## config.mk

```make
export PLATFORM = sky130hd
export DESIGN_NAME = dlatch_bank
export DESIGN_NICKNAME = d
export VERILOG_FILES = /design/src/rtl/dlatch_bank.sv
export SDC_FILE = /design/constraint.sdc
export NUM_CORES = 1
export LEC_CHECK = 0
export ABC_AREA = 1
export CAP_MARGIN = 20
export CELL_PAD_IN_SITES_DETAIL_PLACEMENT = 1
export CELL_PAD_IN_SITES_GLOBAL_PLACEMENT = 2
export CORE_MARGIN = 2
export CORE_UTILIZATION = 25
export DETAILED_ROUTE_END_ITERATION = 8
export GPL_ROUTABILITY_DRIVEN = 0
export PLACE_DENSITY = 0.85
export SYNTH_ARGS = -nofsm -noshare
export SYNTH_HDL_FRONTEND = slang
export SYNTH_SLANG_ARGS = --single-unit
```

## constraint.sdc

```tcl
create_clock -name clk_i -period 3.3 [get_ports clk_i]
set_clock_uncertainty 0.05 [all_clocks]
set_input_delay 0.66 -clock clk_i [delete_from_list [all_inputs] [get_ports clk_i]]
set_output_delay 0.66 -clock clk_i [all_outputs]
set_load 0.03 [all_outputs]
```

## src/rtl/dlatch_bank.sv

```systemverilog
// Multi-channel storage bank with global FLOP/TRANSP/HOLD/CLEAR mode, per-channel
// change pulses and an atomic snapshot port with a valid/ready handshake.
module dlatch_bank #(
  parameter int               WIDTH     = 8,
  parameter int               CHANNELS  = 4,
  parameter logic [WIDTH-1:0] RESET_VAL = '0
) (
  input  logic                         clk_i,
  input  logic                         rst_i,
  input  logic [1:0]                   mode_i,
  input  logic [CHANNELS-1:0]          en_i,
  input  logic [CHANNELS*WIDTH-1:0]    d_i,
  output logic [CHANNELS*WIDTH-1:0]    q_o,
  output logic [CHANNELS-1:0]          change_o,
  input  logic                         snap_req_i,
  output logic [CHANNELS*WIDTH-1:0]    snap_data_o,
  output logic                         snap_valid_o,
  input  logic                         snap_ready_i,
  output logic                         overrun_o
);

  localparam logic [1:0] MODE_FLOP   = 2'b00;
  localparam logic [1:0] MODE_TRANSP = 2'b01;
  localparam logic [1:0] MODE_HOLD   = 2'b10;
  localparam logic [1:0] MODE_CLEAR  = 2'b11;

  typedef enum logic {
    S_IDLE  = 1'b0,
    S_VALID = 1'b1
  } snap_state_e;

  // Packed [channel][bit] views share the flat port layout: channel c at [c*WIDTH +: WIDTH].
  logic [CHANNELS-1:0][WIDTH-1:0] d_w;
  logic [CHANNELS-1:0][WIDTH-1:0] q_w;
  logic [CHANNELS-1:0][WIDTH-1:0] store_nxt;
  logic [CHANNELS-1:0][WIDTH-1:0] store_p0;
  logic [CHANNELS-1:0]            change_p1;
  logic [CHANNELS-1:0][WIDTH-1:0] snap_data_p1;
  logic                           overrun_p1;
  logic                           snap_capture;
  logic                           overrun_set;
  snap_state_e                    snap_state;
  snap_state_e                    snap_state_nxt;

  assign d_w = d_i;

  always_comb begin
    store_nxt = store_p0;
    for (int c = 0; c < CHANNELS; c++) begin
      case (mode_i)
        MODE_FLOP, MODE_TRANSP: begin
          if (en_i[c]) store_nxt[c] = d_w[c];
        end
        MODE_CLEAR: store_nxt[c] = RESET_VAL;
        default:    store_nxt[c] = store_p0[c];
      endcase
    end
  end

  // Stage p0: per-channel storage; p1: change detect against the pre-edge value
  always_ff @(posedge clk_i or posedge rst_i) begin
    if (rst_i) begin
      store_p0  <= {CHANNELS{RESET_VAL}};
      change_p1 <= '0;
    end else begin
      store_p0 <= store_nxt;
      for (int c = 0; c < CHANNELS; c++) begin
        change_p1[c] <= (store_nxt[c] != store_p0[c]);
      end
    end
  end

  // Transparent mode emulates a latch with a mux bypass instead of a real latch.
  always_comb begin
    q_w = store_p0;
    if (mode_i == MODE_TRANSP) begin
      for (int c = 0; c < CHANNELS; c++) begin
        if (en_i[c]) q_w[c] = d_w[c];
      end
    end
  end

  always_comb begin
    snap_state_nxt = snap_state;
    snap_capture   = 1'b0;
    overrun_set    = 1'b0;
    case (snap_state)
      S_IDLE: begin
        if (snap_req_i) begin
          snap_capture   = 1'b1;
          snap_state_nxt = S_VALID;
        end
      end
      S_VALID: begin
        if (snap_req_i && snap_ready_i) begin
          snap_capture = 1'b1;
        end else if (snap_ready_i) begin
          snap_state_nxt = S_IDLE;
        end else if (snap_req_i) begin
          overrun_set = 1'b1;
        end
      end
      default: snap_state_nxt = S_IDLE;
    endcase
  end

  // Stage p1: snapshot register captures the stored values seen before this edge
  always_ff @(posedge clk_i or posedge rst_i) begin
    if (rst_i) begin
      snap_state   <= S_IDLE;
      snap_data_p1 <= '0;
      overrun_p1   <= 1'b0;
    end else begin
      snap_state <= snap_state_nxt;
      if (snap_capture) snap_data_p1 <= store_p0;
      if (overrun_set)  overrun_p1   <= 1'b1;
    end
  end

  assign q_o          = q_w;
  assign change_o     = change_p1;
  assign snap_data_o  = snap_data_p1;
  assign snap_valid_o = (snap_state == S_VALID);
  assign overrun_o    = overrun_p1;

endmodule

```

==> results.md, run 1 <==
* Grt ovf at 0
* Synth top area share at 43.9%
* Final hold vios at 0
* Fin util at 35.3%
* Switching share of power at 32.9%
* # Post-CTS Setup Buffers at 0
* Layout Cells excl Fill at 878
* Hold path depth at 1
* Total number of yosys warnings at 0
* Number of filler cells placed in the layout at 1,947
* Critical path required time at 2.59 ns
* Crit path time final at 2.81 ns
* Critical Path AT at 2.10 ns
* PostCTS Resize Cnt at 0
* CTS tree: done
* Setup_tns at 0 ns
* Tcrit/Tclk final at 85.2%
* PwrDens at 548 nW/um^2
* Largest area contributor in the netlist: dfrtp_1
* Drt pass-1 iters at 4
* Crit path buf inv count at 4
* Total number of H-tree levels at 3
* Initial antenna violation count at 0
* Drt via density at 4.71
* Clock sink count at 70
* Hold Crit Class: register to register
* Routed length per placed instance at 14.4 um
* Final WS setup at 0.488 ns
* VDD IR max at 0.000241 V
* RSZ-0062 raised after global routing: false
* Status: completed
* Flop pwr share at 33.3%
* Critical setup path kind: input port to primary output
* Leakage at 0.00266 uW
* Number of cells on the critical path at 7
* Iter 0 DRT Violations at 239
* Routed wl met3 at 512 um
* Area growth syn-to-layout at 39.5%
* Die Area at 17,000 um^2
* Routed vias at 4,131
* Final setup fails at 0
* Register area at 1750 um^2
* Final wirelength at 12.6 mm
* Crit path cell chain: clkdlybuf4s50_1, buf_4, inv_1, nand2_1, nand3_1, o21ai_0, buf_4
* CP delay by family, top: buffers and inverters
* Starting Density at 25.3%
* Core area at 15,800 um^2
* Placement row count at 46
* DP Wirelength at 9.05 mm
* Dpl ws at 0.492 ns
* Remaining DRCs at 0
* P_sw at 1010 uW
* CP Capture Type: primary output
* CP peak stage delay at 0.45 ns
* I/O Buffers at 111
* Cells after DPL at 862
* Top Metal Used: met4
* Worst Reg-to-Reg Cells at 5
* I/O pin count at 112
* Clock Tree Buf Depth at 2
* Largest net degree at the start of global routing at 65
* Clk network pwr share at 37.5%
* Die Ht at 130 um
* Combinational fraction of design power at 29.2%
* Die Width at 130 um
* Crit-path slowest cell: clkdlybuf4s50_1
* Area post-placement at 5230 um^2
* Synthesized area at 3990 um^2
* Sequential area share after synthesis at 43.9%
* Max-cap violations at 0
* Latest clock arrival within the worst-skew pair at 0.34 ns
* Post-Syn Area per Cell at 7.17 um^2
* Clk slew on worst S/H paths at 0.06 ns
* Critical Path Source Type: input port
* Cell-internal power at 2050 uW
* GRT Total Usage at 15.6%
* Fmax at 356 MHz
* Vias in the first global route at 4,290
* First-pass GRT wire length at 20.9 mm
* Slew HR at 60.0%
* NumNets Final at 699
* Final Slew Violations at 0
* Post-DRT Antenna Nets at 0
* Yosys cell types at 15
* Hold-fix buffers, CTS at 0
* Post-Synthesis Cells at 557
* Cell mode on critical path: buf_4
* Seq cells post-synth at 70
* Routed wl met2 at 6.04 mm
* Syn_nets at 599
* Crit Path Max Fanout at 17
* Antenna cells at 0
* Wl on met1 at 5.87 mm
* Layout cell share with drive strength beyond 1 at 9.52%
* Slew @ Worst Pin at 0.600 ns
* CTS buffer count at 9
* Area occupied by multi-input gates at 1760 um^2
* Final instance area at 5570 um^2
* Root Buffer: clkbuf_16
* Most area-consuming cells after synthesis: dfrtp_1 44%, nand3_1 13%, o21ai_0 12%
## layer usage
layer / vias up / GRT usage (%)
li1: 2052 / -
met1: 1983 / 19.8
met2: 80 / 26.3
met3: 16 / 3.05
met4: 0 / 6.32
met5: - / 0
## placed cells by master (no fill, tap or decap), drive strengths merged
master and n:
nand4 36, inv 81, o21bai 1, clkdlybuf4s50 79, nand2 128, nor2 13
buf 42, nand3 100, clkinv 3, bufinv 3, dfrtp 70, o21ai 96
clkbuf 10
## area by class of cell
type	instances	area share, %
multi-input combinational	374	31.5
sequential	70	31.4
timing repair buffer	121	20.5
inverter	81	5.46
tap	216	4.85
clock buffer	10	4.29
clock inverter	6	1.95
## power groups by stage
stage                     clock network (uW)  logic (uW)  registers (uW)
after floorplan                            0         407            1160
after global placement                     0         886            1030
after detailed placement                   0         902            1030
after CTS                               1180         905            1020
after global routing                    1210         981            1030
final                                   1140         892            1020
## synth_stat cells (all sizes together)
cell and number:
buf 23, nand4 36, o21ai 96, nand2 128
inv 81, clkbuf 9, nor2 13, o21bai 1
nand3 100, dfrtp 70
## worst paths after layout
check / from / slack (ns) / endpoint
worst min-delay path: overrun_o / 0.43 / overrun_o
worst max register to register: snap_valid_o / 1.68 / snap_data_o[17]
max in group asynchronous: rst_i / 2.06 / change_o[0]
worst min register to register: overrun_o / 0.43 / overrun_o
worst max-delay path: en_i[1] / 0.49 / q_o[9]
min in group asynchronous: rst_i / 0.50 / snap_data_o[16]
## cell families after synthesis
group	after synthesis	synth area share, %
compound gates	97	12.2
flops	70	43.9
buf+inv	113	12.4
simple gates	277	31.5
## flip-flops by register name, summed over array words and instances, names as in the netlist
name and count:
snap_data_o 32, store_p0 32, change_o 4, snap_valid_o 1, overrun_o 1
## per-stage QoR
| step | hold slack, ns | total power (uW) |
|---|---|---|
| after CTS | 0.432 | 3110 |
| after detailed placement | 0.415 | 1930 |
| final | 0.426 | 3050 |
| after global routing | 0.469 | 3230 |
| after global placement | 0.408 | 1910 |
| after floorplan | 0.509 | 1560 |
No activity file was read; power rests on OpenSTA's default activity.
==> run 2: changes to the inputs <==
Settings changed: CORE_UTILIZATION 25 to 24, PLACE_DENSITY 0.85 to 0.86, SLEW_MARGIN set to 20.
Clock period 3.3 ns to 2.51 ns, I/O delays scaled along.
==> results.md, run 2 (synthesized netlist as in run 1, its figures left out) <==
* Die Area at 17,700 um^2 (+4.0%)
* Slew @ Worst Pin at 0.411 ns (-0.189 ns)
* DP Wirelength at 9.02 mm (-0.32%)
* Final hold vios at 0 (unchanged)
* Cells after DPL at 867 (+0.58%)
* Critical Path AT at 1.85 ns (-0.25 ns)
* CTS tree: done
* Critical path required time at 1.96 ns (-0.63 ns)
* I/O Buffers at 111 (unchanged)
* Clock Tree Buf Depth at 2 (unchanged)
* Routed wl met3 at 473 um (-7.6%)
* NumNets Final at 700 (+0.14%)
* Reg-to-Reg End: change_o[3]
* Critical Path Source Type: input port
* Final setup fails at 0 (unchanged)
* PwrDens at 668 nW/um^2 (+22%)
* CP Capture Type: primary output
* Remaining DRCs at 0 (unchanged)
* Status: completed
* Critical setup path kind: input port to primary output
* Area growth syn-to-layout at 38.7%
* Max-cap violations at 0 (unchanged)
* Most frequent cells in the layout: 126 x nand2_1, 100 x nand3_1, 96 x o21ai_0
* Layout cell share with drive strength beyond 1 at 9.53% (+0.014 points)
* Leakage at 0.00263 uW (-1.0%)
* Crit path time final at 2.40 ns
* Die Width at 133 um (+2.0%)
* Fmax at 417 MHz
* Capture point of the critical path: q_o[19]
* Top Metal Used: met4
* Layout Cells excl Fill at 881 (+0.34%)
* Setup_tns at 0 ns (unchanged)
* Routed vias at 4,178 (+1.1%)
* Largest net degree at the start of global routing at 71 (+9.2%)
* Commonest non-fill, non-tap cell in the layout: nand2_1
* Final wirelength at 12.7 mm (+0.70%)
* Fin util at 33.8% (-1.6 points)
* Clock sink count at 70 (unchanged)
* Clk slew on worst S/H paths at 0.06 ns (about the same)
* Wl on met1 at 5.74 mm (-2.2%)
* Crit Path Max Fanout at 40 (+23)
* Drt pass-1 iters at 4 (unchanged)
* Flop2flop setup slack at 1.33 ns (-0.35 ns)
* Routed length per placed instance at 14.5 um (+0.36%)
* Placement row count at 47 (+2.2%)
* Post-DRT Antenna Nets at 0 (unchanged)
* RSZ-0062 raised after global routing: false
* CTS buffer count at 9 (unchanged)
* Initial antenna violation count at 0 (unchanged)
* Grt ovf at 0 (unchanged)
* I/O pin count at 112 (unchanged)
* Antenna cells at 0 (unchanged)
* Die Ht at 133 um (+2.0%)
* Vias in the first global route at 4,472 (+4.2%)
* Core area at 16,400 um^2 (+4.0%)
* GRT Total Usage at 14.9% (-0.75 points)
* Total number of H-tree levels at 3 (unchanged)
* First-pass GRT wire length at 21.5 mm (+2.9%)
* # Post-CTS Setup Buffers at 0 (unchanged)
* Hold Crit Class: register to register
* Iter 0 DRT Violations at 165 (-31%)
* Crit path launch: mode_i[1]
* VDD IR max at 0.000265 V (+10%)
* RR Startpoint: store_p0[26]
* Starting Density at 24.3% (-0.98 points)
* Slew HR at 72.6% (+13 points)
* Hold-fix buffers, CTS at 0 (unchanged)
* Final Slew Violations at 0 (unchanged)
* Number of filler cells placed in the layout at 2,025 (+4.0%)
* Routed wl met2 at 6.33 mm (+4.7%)
* Worst Reg-to-Reg Cells at 7 (+2)
* Tcrit/Tclk final at 95.5%
* Latest clock arrival within the worst-skew pair at 0.34 ns (about the same)
* Root Buffer: clkbuf_16
* Drt via density at 4.74 (+0.79%)
## run 2: critical path, stage by stage
cell and delay, ns:
clkdlybuf4s50_1 0.51, nor2_4 0.22, buf_12 0.21, nand3_1 0.09, o21ai_0 0.10, buf_4 0.19
## run 2: where the power goes
part	switching, uW	internal (uW)
registers	72.9	1270
logic	742	440
clock network	496	681
## run 2: worst min path at each step
stage | slack, ns | cells after the start | start | to
global placement | 0.41 | 1 | overrun_o | overrun_o
detailed placement | 0.42 | 2 | snap_data_o[10] | snap_data_o[10]
global route | 0.46 | 2 | snap_data_o[22] | snap_data_o[22]
floorplan | 0.51 | 2 | store_p0[17] | snap_data_o[17]
finish | 0.43 | 2 | snap_data_o[10] | snap_data_o[10]
CTS | 0.44 | 2 | snap_data_o[10] | snap_data_o[10]
## run 2: per-stage QoR
stage | worst slack [ns] | hold slack [ns] | cell area, um^2 | power (uW)
floorplan | 0.190 | 0.509 | 3990 | 2060
global placement | 0.166 | 0.408 | 5280 | 2530
detailed placement | 0.103 | 0.422 | 5280 | 2550
CTS | 0.0953 | 0.437 | 5540 | 3770
global route | 0.0131 | 0.463 | 5540 | 3920
finish | 0.113 | 0.430 | 5540 | 3700
## run 2: timing repair
action	CTS	global route
gates resized for setup	0	1
hold endpoints to repair	0	0
setup endpoints to repair	0	2
## run 2: layer usage
| metal | track usage, % | vias to the layer above |
|---|---|---|
| met1 | 17.7 | 2043 |
| met2 | 26.8 | 72 |
| li1 | - | 2050 |
| met3 | 2.72 | 13 |
| met4 | 5.32 | 0 |
| met5 | 0 | - |
## run 2: final cells by class
cell class	instances	area, um^2	share of cell area (%)
multi-input combinational	374	1760	31.7
sequential	70	1750	31.6
timing repair buffer	122	1190	21.5
inverter	81	304	5.49
tap	220	275	4.97
clock buffer	10	239	4.31
clock inverter	4	25.0	0.452
==> run 3: changes to the inputs <==
Settings changed: SLEW_MARGIN 20 to unset.
==> results of run 3 <==
The final DEF is identical to that of run 2; final timing and power are the same.
